File: src/rtl/traffic_scheduler_if.sv
// Control/status bundle between the game FSM (master) and the lane scheduler (slave).
// Car positions are packed five bits per lane, lane k at [5k+4:5k].
interface traffic_scheduler_if #(
   parameter int N_LANES = 4
);
   logic                   i_start;
   logic                   i_stop;
   logic                   i_pause;
   logic                   i_level_up;
   logic [2:0]             i_level;
   logic [N_LANES*5-1:0]   i_init_x;
   logic [N_LANES*5-1:0]   o_car_x;
   logic [N_LANES-1:0]     o_step;
   logic [2:0]             o_level;
   logic [1:0]             o_state;
   logic                   o_running;

   modport master (
      output i_start, i_stop, i_pause, i_level_up, i_level, i_init_x,
      input  o_car_x, o_step, o_level, o_state, o_running
   );

   modport slave (
      input  i_start, i_stop, i_pause, i_level_up, i_level, i_init_x,
      output o_car_x, o_step, o_level, o_state, o_running
   );
endinterface

File: src/rtl/traffic_scheduler.sv
// Shared-prescaler lane scheduler: steps every lane's car X on a per-lane period
// derived from lane index and difficulty level, with wrap-around at the grid edges.
//
// state    | meaning
// ---------+--------------------------------------------------------------
// ST_IDLE  | waiting for start; positions held
// ST_LOAD  | one cycle: load clamped start X, level; clear prescaler/counters
// ST_RUN   | prescaler runs, lanes step on their schedule
// ST_PAUSE | everything frozen until pause drops
module traffic_scheduler #(
   parameter int N_LANES     = 4,
   parameter int TICK_CYCLES = 1250000,
   parameter int X_MAX       = 20,
   parameter int BASE_PERIOD = 10,
   parameter int MIN_PERIOD  = 2
) (
   input  logic                i_Clk,
   input  logic                i_Reset,
   traffic_scheduler_if.slave  bus
);

   localparam int PW = (TICK_CYCLES > 1) ? $clog2(TICK_CYCLES) : 1;
   localparam logic [PW-1:0] PRESC_LAST = PW'(TICK_CYCLES - 1);
   localparam logic [4:0]    X_LAST     = 5'(X_MAX);

   typedef enum logic [1:0] {
      ST_IDLE  = 2'd0,
      ST_LOAD  = 2'd1,
      ST_RUN   = 2'd2,
      ST_PAUSE = 2'd3
   } state_t;

   state_t                     state_q, state_d;
   logic [PW-1:0]              presc_q, presc_d;
   logic [N_LANES-1:0][3:0]    cnt_q, cnt_d;
   logic [N_LANES*5-1:0]       x_q, x_d;
   logic [N_LANES-1:0]         step_q, step_d;
   logic [2:0]                 level_q, level_d;
   logic                       running_q, running_d;
   logic                       base_tick;

   // Evaluated in int so short periods at high level/lane saturate instead of wrapping.
   function automatic logic [3:0] lane_period(input int k, input logic [2:0] lvl);
      int p;
      p = BASE_PERIOD - k - 2 * int'(lvl);
      if (p < MIN_PERIOD) p = MIN_PERIOD;
      if (p > 15) p = 15;
      return 4'(p);
   endfunction

   function automatic logic [4:0] clamp_x(input logic [4:0] x);
      return (x > X_LAST) ? X_LAST : x;
   endfunction

   function automatic logic [4:0] wrap_step(input logic [4:0] x, input logic up);
      logic [4:0] r;
      if (up) r = (x >= X_LAST) ? 5'd0 : x + 5'd1;
      else    r = (x == 5'd0)   ? X_LAST : x - 5'd1;
      return r;
   endfunction

   always_comb begin
      state_d   = state_q;
      presc_d   = presc_q;
      cnt_d     = cnt_q;
      x_d       = x_q;
      step_d    = '0;
      level_d   = level_q;
      base_tick = (presc_q == PRESC_LAST);

      unique case (state_q)
         ST_IDLE: begin
            if (bus.i_start) state_d = ST_LOAD;
         end
         ST_LOAD: begin
            if (bus.i_stop) begin
               state_d = ST_IDLE;
            end else begin
               for (int k = 0; k < N_LANES; k++)
                  x_d[5*k +: 5] = clamp_x(bus.i_init_x[5*k +: 5]);
               level_d = bus.i_level;
               presc_d = '0;
               cnt_d   = '0;
               state_d = bus.i_pause ? ST_PAUSE : ST_RUN;
            end
         end
         ST_RUN, ST_PAUSE: begin
            if (bus.i_stop) begin
               state_d = ST_IDLE;
            end else begin
               if (bus.i_level_up && level_q != 3'd7) level_d = level_q + 3'd1;
               if (bus.i_pause) begin
                  state_d = ST_PAUSE;
               end else if (state_q == ST_PAUSE) begin
                  // Re-entry cycle stays frozen so no tick is lost or doubled.
                  state_d = ST_RUN;
               end else begin
                  presc_d = base_tick ? '0 : presc_q + PW'(1);
                  if (base_tick) begin
                     for (int k = 0; k < N_LANES; k++) begin
                        // >= lets a freshly shortened period fire on the next tick.
                        if (cnt_q[k] >= lane_period(k, level_q) - 4'd1) begin
                           cnt_d[k]      = 4'd0;
                           step_d[k]     = 1'b1;
                           x_d[5*k +: 5] = wrap_step(x_q[5*k +: 5], (k % 2) == 0);
                        end else begin
                           cnt_d[k] = cnt_q[k] + 4'd1;
                        end
                     end
                  end
               end
            end
         end
         default: state_d = ST_IDLE;
      endcase

      running_d = (state_d == ST_RUN);
   end

   always_ff @(posedge i_Clk) begin
      if (i_Reset) begin
         state_q   <= ST_IDLE;
         presc_q   <= '0;
         cnt_q     <= '0;
         x_q       <= '0;
         step_q    <= '0;
         level_q   <= 3'd0;
         running_q <= 1'b0;
      end else begin
         state_q   <= state_d;
         presc_q   <= presc_d;
         cnt_q     <= cnt_d;
         x_q       <= x_d;
         step_q    <= step_d;
         level_q   <= level_d;
         running_q <= running_d;
      end
   end

   assign bus.o_car_x   = x_q;
   assign bus.o_step    = step_q;
   assign bus.o_level   = level_q;
   assign bus.o_state   = state_q;
   assign bus.o_running = running_q;

endmodule

File: src/flat_wrapper.sv
// flat-port wrapper written by rule: the top's interface ports become plain ports
module traffic_scheduler_flat 
#(
   parameter int N_LANES     = 4,
   parameter int TICK_CYCLES = 1250000,
   parameter int X_MAX       = 20,
   parameter int BASE_PERIOD = 10,
   parameter int MIN_PERIOD  = 2
)
  (i_Clk, i_Reset, bus_i_start, bus_i_stop, bus_i_pause, bus_i_level_up, bus_i_level, bus_i_init_x, bus_o_car_x, bus_o_step, bus_o_level, bus_o_state, bus_o_running);
  traffic_scheduler_if #(.N_LANES(N_LANES)) bus_i ();
  input  logic i_Clk;
  input  logic i_Reset;
  input wire logic [$bits(bus_i.i_start)-1:0] bus_i_start;
  input wire logic [$bits(bus_i.i_stop)-1:0] bus_i_stop;
  input wire logic [$bits(bus_i.i_pause)-1:0] bus_i_pause;
  input wire logic [$bits(bus_i.i_level_up)-1:0] bus_i_level_up;
  input wire logic [$bits(bus_i.i_level)-1:0] bus_i_level;
  input wire logic [$bits(bus_i.i_init_x)-1:0] bus_i_init_x;
  output wire logic [$bits(bus_i.o_car_x)-1:0] bus_o_car_x;
  output wire logic [$bits(bus_i.o_step)-1:0] bus_o_step;
  output wire logic [$bits(bus_i.o_level)-1:0] bus_o_level;
  output wire logic [$bits(bus_i.o_state)-1:0] bus_o_state;
  output wire logic [$bits(bus_i.o_running)-1:0] bus_o_running;
  assign bus_i.i_start = bus_i_start;
  assign bus_i.i_stop = bus_i_stop;
  assign bus_i.i_pause = bus_i_pause;
  assign bus_i.i_level_up = bus_i_level_up;
  assign bus_i.i_level = bus_i_level;
  assign bus_i.i_init_x = bus_i_init_x;
  assign bus_o_car_x = bus_i.o_car_x;
  assign bus_o_step = bus_i.o_step;
  assign bus_o_level = bus_i.o_level;
  assign bus_o_state = bus_i.o_state;
  assign bus_o_running = bus_i.o_running;
  traffic_scheduler #(.N_LANES(N_LANES), .TICK_CYCLES(TICK_CYCLES), .X_MAX(X_MAX), .BASE_PERIOD(BASE_PERIOD), .MIN_PERIOD(MIN_PERIOD)) u_core (.i_Clk(i_Clk), .i_Reset(i_Reset), .bus(bus_i));
endmodule
File: config.mk
export PLATFORM = sky130hd
export DESIGN_NAME = traffic_scheduler_flat
export DESIGN_NICKNAME = d
export VERILOG_FILES = /design/src/rtl/traffic_scheduler_if.sv /design/src/rtl/traffic_scheduler.sv /design/src/flat_wrapper.sv
export SDC_FILE = /design/constraint.sdc
export NUM_CORES = 1
export LEC_CHECK = 0
export ABC_AREA = 1
export BUFFER_PORTS_ARGS = -buffer_cell sky130_fd_sc_hd__buf_4
export CAP_MARGIN = 20
export CORE_MARGIN = 2
export CORE_UTILIZATION = 52
export DETAILED_ROUTE_END_ITERATION = 8
export PLACE_DENSITY = 0.73
export SLEW_MARGIN = 5
export SYNTH_ARGS = -nofsm -noshare
export SYNTH_HDL_FRONTEND = slang
export SYNTH_SLANG_ARGS = --single-unit
File: constraint.sdc
create_clock -name i_Clk -period 3.27 [get_ports i_Clk]
set_clock_uncertainty 0.1 [all_clocks]
set_input_delay 0.327 -clock i_Clk [delete_from_list [all_inputs] [get_ports i_Clk]]
set_output_delay 0.327 -clock i_Clk [all_outputs]
set_load 0.01 [all_outputs]
# Yosys cells after proc, flatten, opt, wreduce, memory -nomap -nowiden
# Cells that the tools add are included.
[totals]
reg_bits = 67
out_inout_bits = 30
inputBits = 29
wordCells = 178
[classes]
mux = 97
n_eq_ne = 16
n_reduce_logical = 14
order_cmp = 18
bitwise = 2
n_addsub = 18
[ops]
columns = ["cell", "n"]
rows = [
  ["$mux 32", 24],
  ["$gt 32x5->1 const B", 4],
  ["$lt 32x3->1 const B", 4],
  ["$mux 4", 28],
  ["$mux 21", 5],
  ["$mux 20", 5],
  ["$mux 16", 5],
  ["$mux 5", 12],
  ["$pmux 21 s2", 1],
  ["$pmux 20 s2", 1],
  ["$pmux 16 s2", 1],
  ["$reduce_and 7->1", 4],
  ["$add 21x1->21 const B", 1],
  ["$eq 21x21->1 const B", 1],
  ["$gt 5x5->1 const B", 4],
  ["$add 4x1->4 const B", 4],
  ["$ge 4x4->1", 4],
  ["$sub 4x1->4 const B", 4],
  ["$sub 4x4->5 const A", 3],
  ["$ne 2x1->1 const B", 6],
  ["$add 5x1->5 const B", 2],
  ["$ge 5x5->1 const B", 2],
  ["$logic_not 5->1", 2],
  ["$mux 2", 5],
  ["other kinds (20)", 33],
]

# Depth between registers and ports, before layout
# Gate-level depths: netlist of the first run.
[logic_depth]
depth_word = 23
depth_mapped = 16
mapped_depth_nobuf = 16

# Worst setup path after synthesis of the first run
# OpenSTA, ideal clock, no wires.
[synth_timing]
kind = "reg-to-reg"
startpoint = "reg u_core.level_q[1], in the netlist u_core.bus.o_level[1]"
endpoint = "reg u_core.x_q[12], in the netlist u_core.bus.o_car_x[12]"
arrival_ns = 2.355
setup_slack_ns = 0.701
path_buffers = 0
path_stages_with_launch = 17
synth_period_minus_slack_ns = 2.569
required_time_ns = 3.056
setup_time_ns = 0.114
path_cell_list = "dfxtp_1 -> inv_1 -> ha_1 -> inv_1 -> nor2_1 -> inv_1 -> ha_1 -> xnor2_1 -> ha_1 -> a21oi_1 -> nand2_1 -> inv_1 -> nand2_1 -> nand3_4 -> nand2_1 -> nand2_1 -> nor2_1"
[synth_via]
elab_chain_len = 19
[synth_lines]
columns = ["item", "line", "source"]
rows = [
  ["start: declaration", "traffic_scheduler.sv:38", "logic [2:0] level_q, level_d;"],
  ["start signal: assignment", "traffic_scheduler.sv:135", "level_q <= level_d;"],
  ["$sub 4x4->5 *", "traffic_scheduler.sv:45", "p = BASE_PERIOD - k - 2 * int'(lvl);"],
  ["$lt 32x3->1", "traffic_scheduler.sv:46", "if (p < MIN_PERIOD) p = MIN_PERIOD;"],
  ["$mux 32 *", "traffic_scheduler.sv:46", ""],
  ["$mux 32 *", "traffic_scheduler.sv:99", "if (base_tick) begin"],
  ["$mux 32 *", "traffic_scheduler.sv:94", "end else if (state_q == ST_PAUSE) begin"],
  ["$mux 32 *", "traffic_scheduler.sv:92", "if (bus.i_pause) begin"],
  ["$mux 32 *", "traffic_scheduler.sv:88", "if (bus.i_stop) begin"],
  ["$mux 32 *", "traffic_scheduler.sv:71", "unique case (state_q)"],
  ["[... 3 more ...]", "-", ""],
  ["$mux 4 *", "traffic_scheduler.sv:94", ""],
  ["$mux 4 *", "traffic_scheduler.sv:92", ""],
  ["$mux 4 *", "traffic_scheduler.sv:88", ""],
  ["$mux 4 *", "traffic_scheduler.sv:71", ""],
  ["$sub 4x1->4 *", "traffic_scheduler.sv:102", "if (cnt_q[k] >= lane_period(k, level_q) - 4'd1) begin"],
  ["$ge 4x4->1 *", "traffic_scheduler.sv:102", ""],
  ["$ne 2x1->1 (no line) *", "-", ""],
  ["$reduce_and 7->1 (no line) *", "-", ""],
  ["end signal: assignment", "traffic_scheduler.sv:125", "x_q <= '0;"],
  ["end signal: assignment", "traffic_scheduler.sv:133", "x_q <= x_d;"],
  ["end: declaration", "traffic_scheduler.sv:36", "logic [N_LANES*5-1:0] x_q, x_d;"],
]
# Every way passes the cells marked *; elsewhere a longest branch is shown, timed or not. The select of a mux whose other input is x is not followed.
# A chain may end at the register's enable or synchronous reset.

# Final worst setup path of the first run
[layout_timing]
startpoint = "reg u_core.level_q[1], in the netlist u_core.bus.o_level[1]"
endpoint = "reg u_core.x_q[5], in the netlist u_core.bus.o_car_x[5]"
# The elaborated chain is that of the path after synthesis.

==> metrics, run 1 <==
routed wire length per instance 12.6 um; area of the die 9220 um2; global-route wire length before repair 17100 um; PwrDens 375 nW/um2; area of the multi-input gates 2640 um2; starting density of the core 53.6%; startpoint of the worst setup timing path u_core.bus.o_level[1]; Flop pwr share 46.4%; worst reg2reg path endpoint u_core.bus.o_car_x[5]; number of hold buffers added after CTS 0; count of instances resized after the clock tree is built 0; Final Power 1.90 mW; antenna violations before repair 0; number of top-level pins 59; Final period util 88.4%; Internal Power 1.32 mW; Die Span X 96.0 um; worst slew slack as a fraction of its limit 54.8%; cell count of the worst reg-to-reg path 14; CTS buffer count 9; max_cap viols 0; count of endpoints failing setup in the final report 0; number of flops mapped to enable cells by yosys 0; worst hold slack after final layout 0.0736 ns; Post-Syn Nets 720; FF/Latch Area 1340 um2; net count reported at finish 776; power share of the combinational group 20.9%; total routing resource utilization after global routing 23.5%; proportion of layout cells with a drive suffix above 1 13.3%; worst flop-to-flop path startpoint u_core.bus.o_level[1]; sequential fraction of the synthesis area 30.4%; Final Instance Count excl. Fillers 820; Async S/R FF share, synth 0%; worst setup path endpoint u_core.bus.o_car_x[5]; final-report max-slew violation count 0; CTS root buf sky130_fd_sc_hd__clkbuf_8; cell area after synthesis 4410 um2; routability cong. 0.973; IO buf count 58; total number of yosys warnings 0; arrival time reported for the critical path endpoint 3.03 ns; worst IR drop on VDD 0.000159 V; core utilization of the finished layout 61.6%; remaining global-route overflow 0; Psw 0.581 mW; summed negative setup slack over all endpoints 0 ns; synthesized area per cell 6.72 um2; Placed Cells incl. Taps 806; DR iter-0 viols 146; number of vias per cell 5.33; Sw Share 30.6%; ys flop type sky130_fd_sc_hd__dfxtp_1; fill cell count 758; number of global-route vias before repair 3991; worst setup path class register to register; core outline area 8220 um2; startpoint of the worst hold path bus_i_pause; Detail Placement HPWL 7560 um; Achievable Freq 346 MHz; count of state elements after synthesis 67; drt total wl 10400 um; outcome completed; pin count of the biggest net entering global routing 37; clock edge transition at the registers on the reported setup and hold paths 0.07 ns; Worst-Margin Slew 0.677 ns; post-CTS setup-driven buffer insertion count 0; class of the tightest hold or removal check primary input to register; detailed-router iteration count before antenna repair 4; startpoint type of the worst setup path register; clock tree from TritonCTS built; crit path max fanout 10; Clock power frac 32.7%; distinct cell type count after synthesis 43; setup repair after global routing missed its margin false; clock latency reported for the late side of the worst-skew pair 0.34 ns; detailed-route DRC error count 0; leakage power summed over all cells 2.37 nW; count of endpoints failing hold in the final timing report 0; worst-case register-to-register setup slack 0.38 ns; Min Clock Period, post-route 2.89 ns; signed area change from the synthesized netlist to the final layout 14.8%; vias after detailed routing 4367; H-Tree Depth 3; worst path required time 3.41 ns; # diodes 0; remaining antenna violation count after routing 0; number of instances in the synthesized netlist 656; Setup crit end kind register; die height 96.0 um; clk buf depth 2; std cell rows 33; Num Clock Sinks 67
## critical path, cell delays in order (launching register included)
cell and delay [ns]:
sky130_fd_sc_hd__dfxtp_1 0.46, sky130_fd_sc_hd__inv_1 0.15, sky130_fd_sc_hd__ha_1 0.29, sky130_fd_sc_hd__inv_1 0.05
sky130_fd_sc_hd__nor2_1 0.15, sky130_fd_sc_hd__inv_1 0.08, sky130_fd_sc_hd__ha_1 0.19, sky130_fd_sc_hd__a21oi_1 0.19
sky130_fd_sc_hd__ha_1 0.29, sky130_fd_sc_hd__a21oi_1 0.22, sky130_fd_sc_hd__nand4_1 0.24, sky130_fd_sc_hd__nand3_4 0.21
sky130_fd_sc_hd__nand2_1 0.07, sky130_fd_sc_hd__nand2_1 0.06, sky130_fd_sc_hd__nor2_1 0.04
## flip-flops by register name (all words and copies together) (netlist names)
signal,count
u_core.bus.o_running,1
u_core.bus.o_step,4
u_core.bus.o_state,2
u_core.presc_q,21
u_core.bus.o_car_x,20
u_core.bus.o_level,3
u_core.cnt_q,16
## worst min path at each step
stage,to,slack (ns),cells after the start
after floorplan,u_core.bus.o_running,0.30,1
after global routing,u_core.bus.o_running,0.07,2
final,u_core.bus.o_running,0.07,2
after detailed placement,u_core.presc_q[20],0.38,2
after global placement,u_core.presc_q[20],0.36,2
after CTS,u_core.bus.o_running,0.06,2
## synthesized netlist by cell type (all sizes together) (2+ instances only)
cell    instances  area share [%]
dfxtp          67              30
nor2          114             9.8
nand3          60             8.0
nor3           26             3.1
nand2         139              12
nor3b           2            0.34
inv            79             6.8
o22ai           3            0.43
buf            13             2.3
o21ai          33             3.7
a31oi           5            0.71
or2             2            0.28
nand4          10             1.6
clkbuf          5            0.43
ha             35             9.9
xnor2           8             1.6
nor4            2            0.57
a21oi          26             3.0
xor2           17             3.4
## logic make-up after synthesis
| family | after synthesis | share of synthesized area [%] |
|---|---|---|
| AOI/OAI and AO/OA | 72 | 8.86 |
| xor gates and xnor gates | 25 | 4.97 |
| adders and majority gates | 35 | 9.94 |
| buffers and inverters | 98 | 9.60 |
| DFF | 67 | 30.4 |
| muxes | 1 | 0.227 |
| other | 1 | 0.0851 |
| and+or+nand+nor | 357 | 35.9 |
## layout make-up
class,count,area share (%)
clock buffers,12,3.07
clock inverters,2,0.247
flip-flops and latches,67,26.5
repair buffers,63,9.35
multi-input cells,491,52.2
inverters,80,5.99
well taps,105,2.60
## per-stage QoR
stage | setup slack (ns) | instance area (um2)
after global routing | 0.149 | 5060
after CTS | 0.417 | 5060
after detailed placement | 0.438 | 4890
after global placement | 0.571 | 4890
after floorplan | 0.701 | 4410
final | 0.380 | 5060
## layout by cell type (no fill, tap or decap), types with 4 or more instances in the layout
cell type / n
sky130_fd_sc_hd__nand3_1: 56
sky130_fd_sc_hd__o21ai_0: 32
sky130_fd_sc_hd__a21oi_1: 25
sky130_fd_sc_hd__nor3_1: 25
sky130_fd_sc_hd__xnor2_1: 8
sky130_fd_sc_hd__ha_1: 35
sky130_fd_sc_hd__nand2_1: 136
sky130_fd_sc_hd__xor2_1: 17
sky130_fd_sc_hd__nand4_1: 9
sky130_fd_sc_hd__dfxtp_1: 67
sky130_fd_sc_hd__clkbuf_8: 11
sky130_fd_sc_hd__nand3_4: 4
sky130_fd_sc_hd__buf_4: 63
sky130_fd_sc_hd__inv_1: 76
sky130_fd_sc_hd__nor2_1: 113
sky130_fd_sc_hd__a31oi_1: 5
## power groups by stage
stage                     registers, mW  logic, mW  clock network (mW)
after floorplan                   0.901      0.267                   0
after global placement            0.897      0.384                   0
after detailed placement          0.898      0.394                   0
after CTS                         0.880      0.398               0.629
after global routing              0.885      0.454               0.661
final                             0.881      0.396               0.620
## layer usage
metal	part of all wire, %	track usage [%]	vias to the layer above
met4	1.5	8.81	0
met1	45	28.9	2004
met5	0	0	-
met2	48	41.0	123
li1	-	-	2224
met3	5.4	3.60	16
No activity file was read; power rests on OpenSTA's default activity.
==> inputs of run 2 (changes only) <==
--- a/config.mk
+++ b/config.mk
@@ -6,7 +6,7 @@
 export NUM_CORES = 1
 export LEC_CHECK = 0
 export ABC_AREA = 1
-export BUFFER_PORTS_ARGS = -buffer_cell sky130_fd_sc_hd__buf_4
+export BUFFER_PORTS_ARGS = -buffer_cell sky130_fd_sc_hd__buf_2
 export CAP_MARGIN = 20
 export CORE_MARGIN = 2
 export CORE_UTILIZATION = 52
==> run 2 against run 1 <==
Fmax about the same. Clock-buffer cell count increased by 1. Largest power group unchanged. Largest cell class unchanged. Non-clock buffer count rose by 1. Hold slack gained 0.014 ns.
==> metrics, run 2 (synthesized netlist as in run 1, its figures left out) <==
number of top-level pins 59 (unchanged); summed negative setup slack over all endpoints 0 ns (unchanged); FF/Latch Area 1340 um2 (unchanged); drt total wl 10300 um (was 10400 um); max_cap viols 0 (unchanged); worst-case register-to-register setup slack 0.38 ns (about the same); signed area change from the synthesized netlist to the final layout 11.9% (was 14.8%); worst flop-to-flop path startpoint u_core.bus.o_level[1] (unchanged); count of instances resized after the clock tree is built 0 (unchanged); most frequent cells in the layout 136 x sky130_fd_sc_hd__nand2_1, 113 x sky130_fd_sc_hd__nor2_1, 76 x sky130_fd_sc_hd__inv_1, 67 x sky130_fd_sc_hd__dfxtp_1, 58 x sky130_fd_sc_hd__buf_2 (was 136 x sky130_fd_sc_hd__nand2_1, 113 x sky130_fd_sc_hd__nor2_1, 76 x sky130_fd_sc_hd__inv_1, 67 x sky130_fd_sc_hd__dfxtp_1, 63 x sky130_fd_sc_hd__buf_4); arrival time reported for the critical path endpoint 3.04 ns (was 3.03 ns); Min Clock Period, post-route 2.89 ns (about the same); outcome completed (unchanged); Worst-Margin Slew 0.664 ns (was 0.677 ns); antenna violations before repair 0 (unchanged); detailed-route DRC error count 0 (unchanged); final-report max-slew violation count 0 (unchanged); starting density of the core 53.6% (unchanged); worst path required time 3.42 ns (was 3.41 ns); largest register by flop count u_core.presc_q (unchanged); area of the multi-input gates 2640 um2 (unchanged); count of endpoints failing setup in the final report 0 (unchanged); worst IR drop on VDD 0.000168 V (was 0.000159 V); class of the tightest hold or removal check primary input to register (unchanged); clock edge transition at the registers on the reported setup and hold paths 0.07 ns (about the same); Placed Cells incl. Taps 807 (was 806); CTS buffer count 9 (unchanged); Detail Placement HPWL 7500 um (was 7560 um); Final Power 1.89 mW (was 1.90 mW); Final Instance Count excl. Fillers 822 (was 820); most frequent standard cell in the layout excluding fill and tap cells sky130_fd_sc_hd__nand2_1 (unchanged); worst reg2reg path endpoint u_core.bus.o_car_x[7] (was u_core.bus.o_car_x[5]); max reg flops 21 (unchanged); net count reported at finish 777 (was 776); post-CTS setup-driven buffer insertion count 0 (unchanged); core utilization of the finished layout 60.0% (was 61.6%); global-route wire length before repair 17500 um (was 17100 um); # diodes 0 (unchanged); setup repair after global routing missed its margin false (unchanged); Final period util 88.4% (about the same); clock latency reported for the late side of the worst-skew pair 0.35 ns (was 0.34 ns); Num Clock Sinks 67 (unchanged); pin count of the biggest net entering global routing 37 (unchanged); worst hold slack after final layout 0.0877 ns (was 0.0736 ns); die height 96.0 um (unchanged); startpoint type of the worst setup path register (unchanged); routability cong. 0.840 (was 0.973); routed wire length per instance 12.5 um (was 12.6 um); total routing resource utilization after global routing 24.2% (was 23.5%); proportion of layout cells with a drive suffix above 1 13.5% (was 13.3%); Setup crit end kind register (unchanged); core outline area 8220 um2 (unchanged); leakage power summed over all cells 2.36 nW (was 2.37 nW); number of hold buffers added after CTS 0 (unchanged); Die Span X 96.0 um (unchanged); number of global-route vias before repair 4066 (was 3991); number of vias per cell 5.27 (was 5.33); H-Tree Depth 3 (unchanged); startpoint of the worst setup timing path u_core.bus.o_level[1] (unchanged); CTS root buf sky130_fd_sc_hd__clkbuf_8 (unchanged); detailed-router iteration count before antenna repair 4 (unchanged); PwrDens 384 nW/um2 (was 375 nW/um2); vias after detailed routing 4334 (was 4367); worst setup path endpoint u_core.bus.o_car_x[7] (was u_core.bus.o_car_x[5]); clock tree from TritonCTS built (unchanged); remaining antenna violation count after routing 0 (unchanged); DR iter-0 viols 157 (was 146); fill cell count 806 (was 758); worst setup path class register to register (unchanged); count of endpoints failing hold in the final timing report 0 (unchanged); cell count of the worst reg-to-reg path 14 (unchanged); worst slew slack as a fraction of its limit 55.7% (was 54.8%); crit path max fanout 10 (unchanged); Achievable Freq 346 MHz (about the same); area of the die 9220 um2 (unchanged); std cell rows 33 (unchanged); remaining global-route overflow 0 (unchanged); IO buf count 58 (unchanged); clk buf depth 2 (unchanged)
==> run 2: changes by cell type in the layout (fill, tap and decap cells not counted), sizes merged <==
cell,before,now
clkinvlp,1,0
clkinv,2,3
clkbuf,12,13
buf,63,64
==> run 2: critical path, cell delays in order (launching register included) <==
cell and delay, ns:
sky130_fd_sc_hd__dfxtp_1 0.45, sky130_fd_sc_hd__inv_1 0.14, sky130_fd_sc_hd__ha_1 0.29, sky130_fd_sc_hd__inv_1 0.05, sky130_fd_sc_hd__nor2_1 0.17, sky130_fd_sc_hd__inv_1 0.08
sky130_fd_sc_hd__ha_1 0.20, sky130_fd_sc_hd__a21oi_1 0.18, sky130_fd_sc_hd__ha_1 0.28, sky130_fd_sc_hd__a21oi_1 0.22, sky130_fd_sc_hd__nand4_1 0.24, sky130_fd_sc_hd__nand3_4 0.21
sky130_fd_sc_hd__nand2_1 0.08, sky130_fd_sc_hd__nand2_1 0.06, sky130_fd_sc_hd__nor2_1 0.04
==> run 2: metrics by stage <==
stage          setup slack (ns)  area, um2
2_1_floorplan             0.701       4410
3_3_place_gp              0.574       4750
3_5_place_dp              0.425       4750
4_1_cts                   0.386       4930
5_1_grt                   0.128       4930
6_report                  0.380       4930
==> run 2: power by group <==
group | switching, mW | internal (mW)
registers | 0.0337 | 0.845
clock network | 0.305 | 0.331
logic | 0.233 | 0.144
total | 0.571 | 1.32
==> run 2: metal layers <==
layer / vias to the layer above / part of all wire [%] / track usage [%]
li1: 2222 / - / -
met1: 2005 / 45 / 28.2
met2: 94 / 50 / 43.8
met3: 13 / 4.1 / 4.54
met4: 0 / 1.2 / 8.45
met5: - / 0 / 0
==> run 2: worst min-delay path by stage <==
stage	end	cells past startpoint	start	slack, ns
after global placement	u_core.presc_q[20]	2	u_core.presc_q[20]	0.37
after CTS	u_core.bus.o_running	2	bus_i_pause	0.07
final	u_core.bus.o_running	2	bus_i_pause	0.09
after floorplan	u_core.bus.o_running	1	bus_i_pause	0.30
after global routing	u_core.bus.o_running	2	bus_i_pause	0.07
after detailed placement	u_core.presc_q[20]	2	u_core.presc_q[20]	0.37
==> run 2: layout make-up <==
cell class              instances  share of cell area (%)
clock buffers                  13                    3.43
clock inverters                 2                   0.203
inverters                      80                    6.14
multi-input cells             491                    53.6
flip-flops and latches         67                    27.2
well taps                     105                    2.66
repair buffers                 64                    6.80
==> inputs of run 3 (changes only) <==
--- a/config.mk
+++ b/config.mk
@@ -9,9 +9,8 @@
 export BUFFER_PORTS_ARGS = -buffer_cell sky130_fd_sc_hd__buf_2
 export CAP_MARGIN = 20
 export CORE_MARGIN = 2
-export CORE_UTILIZATION = 52
+export CORE_UTILIZATION = 40
 export DETAILED_ROUTE_END_ITERATION = 8
-export PLACE_DENSITY = 0.73
 export SLEW_MARGIN = 5
 export SYNTH_ARGS = -nofsm -noshare
 export SYNTH_HDL_FRONTEND = slang
==> run 3 against run 2 <==
Utilization shrank 14 points. Sequential cell count is the same. Power grew 3.8%. Largest cell class unchanged. Via count shrank 0.44%. Global-route usage shrank 4.7 points. Non-clock buffer count shrank 1. Cell area grew 1.0%. Routed wire length grew 4.6%. Largest power group unchanged. Die area grew 29%. First-iteration DRC count grew 42%. Critical path type unchanged.
==> metrics, run 3 (synthesized netlist as in run 1, its figures left out) <==
Placed Cells incl. Taps 841 (was 807); leakage power summed over all cells 2.36 nW (about the same); endpoint of the worst hold path u_core.bus.o_running (unchanged); worst hold slack after final layout 0.120 ns (was 0.0877 ns); die height 109 um (was 96.0 um); Worst-Margin Slew 0.726 ns (was 0.664 ns); number of hold buffers added after CTS 0 (unchanged); H-Tree Depth 3 (unchanged); outcome completed (unchanged); worst path required time 3.42 ns (about the same); number of top-level pins 59 (unchanged); worst flop-to-flop path startpoint u_core.bus.o_level[0] (was u_core.bus.o_level[1]); worst-case register-to-register setup slack 0.42 ns (was 0.38 ns); PwrDens 394 nW/um2 (was 384 nW/um2); count of endpoints failing setup in the final report 0 (unchanged); total routing resource utilization after global routing 19.5% (was 24.2%); signed area change from the synthesized netlist to the final layout 13.1% (was 11.9%); Final Instance Count excl. Fillers 856 (was 822); global-route wire length before repair 18200 um (was 17500 um); startpoint of the worst hold path bus_i_pause (unchanged); worst reg2reg path endpoint u_core.bus.o_car_x[5] (was u_core.bus.o_car_x[7]); area of the die 11900 um2 (was 9220 um2); cell count of the worst reg-to-reg path 14 (unchanged); CTS buffer count 9 (unchanged); largest register by flop count u_core.presc_q (unchanged); worst slew slack as a fraction of its limit 51.5% (was 55.7%); detailed-router iteration count before antenna repair 4 (unchanged); detailed-route DRC error count 0 (unchanged); Setup crit end kind register (unchanged); worst slack after detailed placement 0.410 ns (was 0.425 ns); hold-critical path depth 2 (unchanged); class of the tightest hold or removal check primary input to register (unchanged); worst setup path class register to register (unchanged); crit path max fanout 10 (unchanged); final-report max-slew violation count 0 (unchanged); setup repair after global routing missed its margin false (unchanged); vias after detailed routing 4315 (was 4334); post-CTS setup-driven buffer insertion count 0 (unchanged); # diodes 0 (unchanged); summed negative setup slack over all endpoints 0 ns (unchanged); clk buf depth 2 (unchanged); DR iter-0 viols 223 (was 157); IO buf count 58 (unchanged); std cell rows 38 (was 33); number of global-route vias before repair 3996 (was 4066); most frequent standard cell in the layout excluding fill and tap cells sky130_fd_sc_hd__nand2_1 (unchanged); count of endpoints failing hold in the final timing report 0 (unchanged); arrival time reported for the critical path endpoint 3.00 ns (was 3.04 ns); starting density of the core 40.8% (was 53.6%); worst IR drop on VDD 0.000211 V (was 0.000168 V); antenna violations before repair 0 (unchanged); Min Clock Period, post-route 2.85 ns (was 2.89 ns); clock edge transition at the registers on the reported setup and hold paths 0.07 ns (about the same); Detail Placement HPWL 7770 um (was 7500 um); Worst Slack Setup Final 0.415 ns (was 0.380 ns); max_cap viols 0 (unchanged); CTS root buf sky130_fd_sc_hd__clkbuf_8 (unchanged); Final period util 87.3% (was 88.4%); Die Span X 109 um (was 96.0 um); routability cong. 0.876 (was 0.840); core outline area 10800 um2 (was 8220 um2); startpoint type of the worst setup path register (unchanged); clock tree from TritonCTS built (unchanged); proportion of layout cells with a drive suffix above 1 13.3% (was 13.5%); core utilization of the finished layout 46.2% (was 60.0%); max reg flops 21 (unchanged); count of instances resized after the clock tree is built 0 (unchanged); remaining antenna violation count after routing 0 (unchanged); Num Clock Sinks 67 (unchanged); net count reported at finish 776 (was 777); clock latency reported for the late side of the worst-skew pair 0.36 ns (was 0.35 ns); drt total wl 10700 um (was 10300 um); most frequent cells in the layout 136 x sky130_fd_sc_hd__nand2_1, 113 x sky130_fd_sc_hd__nor2_1, 76 x sky130_fd_sc_hd__inv_1, 67 x sky130_fd_sc_hd__dfxtp_1, 58 x sky130_fd_sc_hd__buf_2 (unchanged); pin count of the biggest net entering global routing 37 (unchanged); remaining global-route overflow 0 (unchanged); Achievable Freq 350 MHz (was 346 MHz); number of vias per cell 5.04 (was 5.27); routed wire length per instance 12.5 um (about the same)
[run 3: changes by cell type in the layout (fill, tap and decap cells not counted), sizes merged]
| cell | delta |
|---|---|
| buf | -1 |
| bufinv | +1 |
| clkinv | -1 |
[run 3: metrics by stage]
stage / total power [mW] / instance area, um2
after floorplan: 1.17 / 4410
after global placement: 1.27 / 4790
after detailed placement: 1.28 / 4790
after CTS: 1.98 / 4980
after global routing: 2.08 / 4980
final: 1.96 / 4980
[run 3: worst max path at each step]
stage | endpoint | cells past startpoint | slack, ns | startpoint
floorplan | u_core.bus.o_car_x[12] | 16 | 0.70 | u_core.bus.o_level[1]
global placement | u_core.bus.o_car_x[9] | 14 | 0.54 | u_core.bus.o_level[1]
detailed placement | u_core.bus.o_car_x[5] | 14 | 0.41 | u_core.bus.o_level[0]
CTS | u_core.bus.o_car_x[5] | 14 | 0.39 | u_core.bus.o_level[0]
global route | u_core.bus.o_car_x[8] | 14 | 0.17 | u_core.bus.o_level[0]
finish | u_core.bus.o_car_x[5] | 14 | 0.42 | u_core.bus.o_level[0]
[run 3: cell type report]
class / instances / area, um2
inverter: 80 / 303
timing repair buffer: 63 / 328
clock inverter: 2 / 35.0
sequential: 67 / 1340
fill: 1088 / 5810
tap: 140 / 175
clock buffer: 13 / 159
multi-input combinational: 491 / 2640
[run 3: where the power goes]
part           internal (mW)  switching [mW]
logic                  0.142           0.234
registers              0.844          0.0343
clock network          0.389           0.318
total                   1.38           0.586
[run 3: metal layers]
metal	wire length (um)	vias up	GRT usage, %
met5	0	-	0
met4	177	0	8.06
met3	421	13	3.53
met2	5020	83	32.2
met1	5110	1983	25.0
li1	-	2236	-
[run 3: critical path, stage by stage (launching register included)]
cell and delay (ns):
sky130_fd_sc_hd__dfxtp_1 0.42, sky130_fd_sc_hd__inv_1 0.14, sky130_fd_sc_hd__ha_1 0.31, sky130_fd_sc_hd__inv_1 0.06
sky130_fd_sc_hd__nor2_1 0.14, sky130_fd_sc_hd__inv_1 0.08, sky130_fd_sc_hd__ha_1 0.20, sky130_fd_sc_hd__a21oi_1 0.16
sky130_fd_sc_hd__ha_1 0.26, sky130_fd_sc_hd__a21oi_1 0.24, sky130_fd_sc_hd__nand4_1 0.25, sky130_fd_sc_hd__nand3_4 0.22
sky130_fd_sc_hd__nand2_1 0.07, sky130_fd_sc_hd__nand2_1 0.06, sky130_fd_sc_hd__nor2_1 0.04
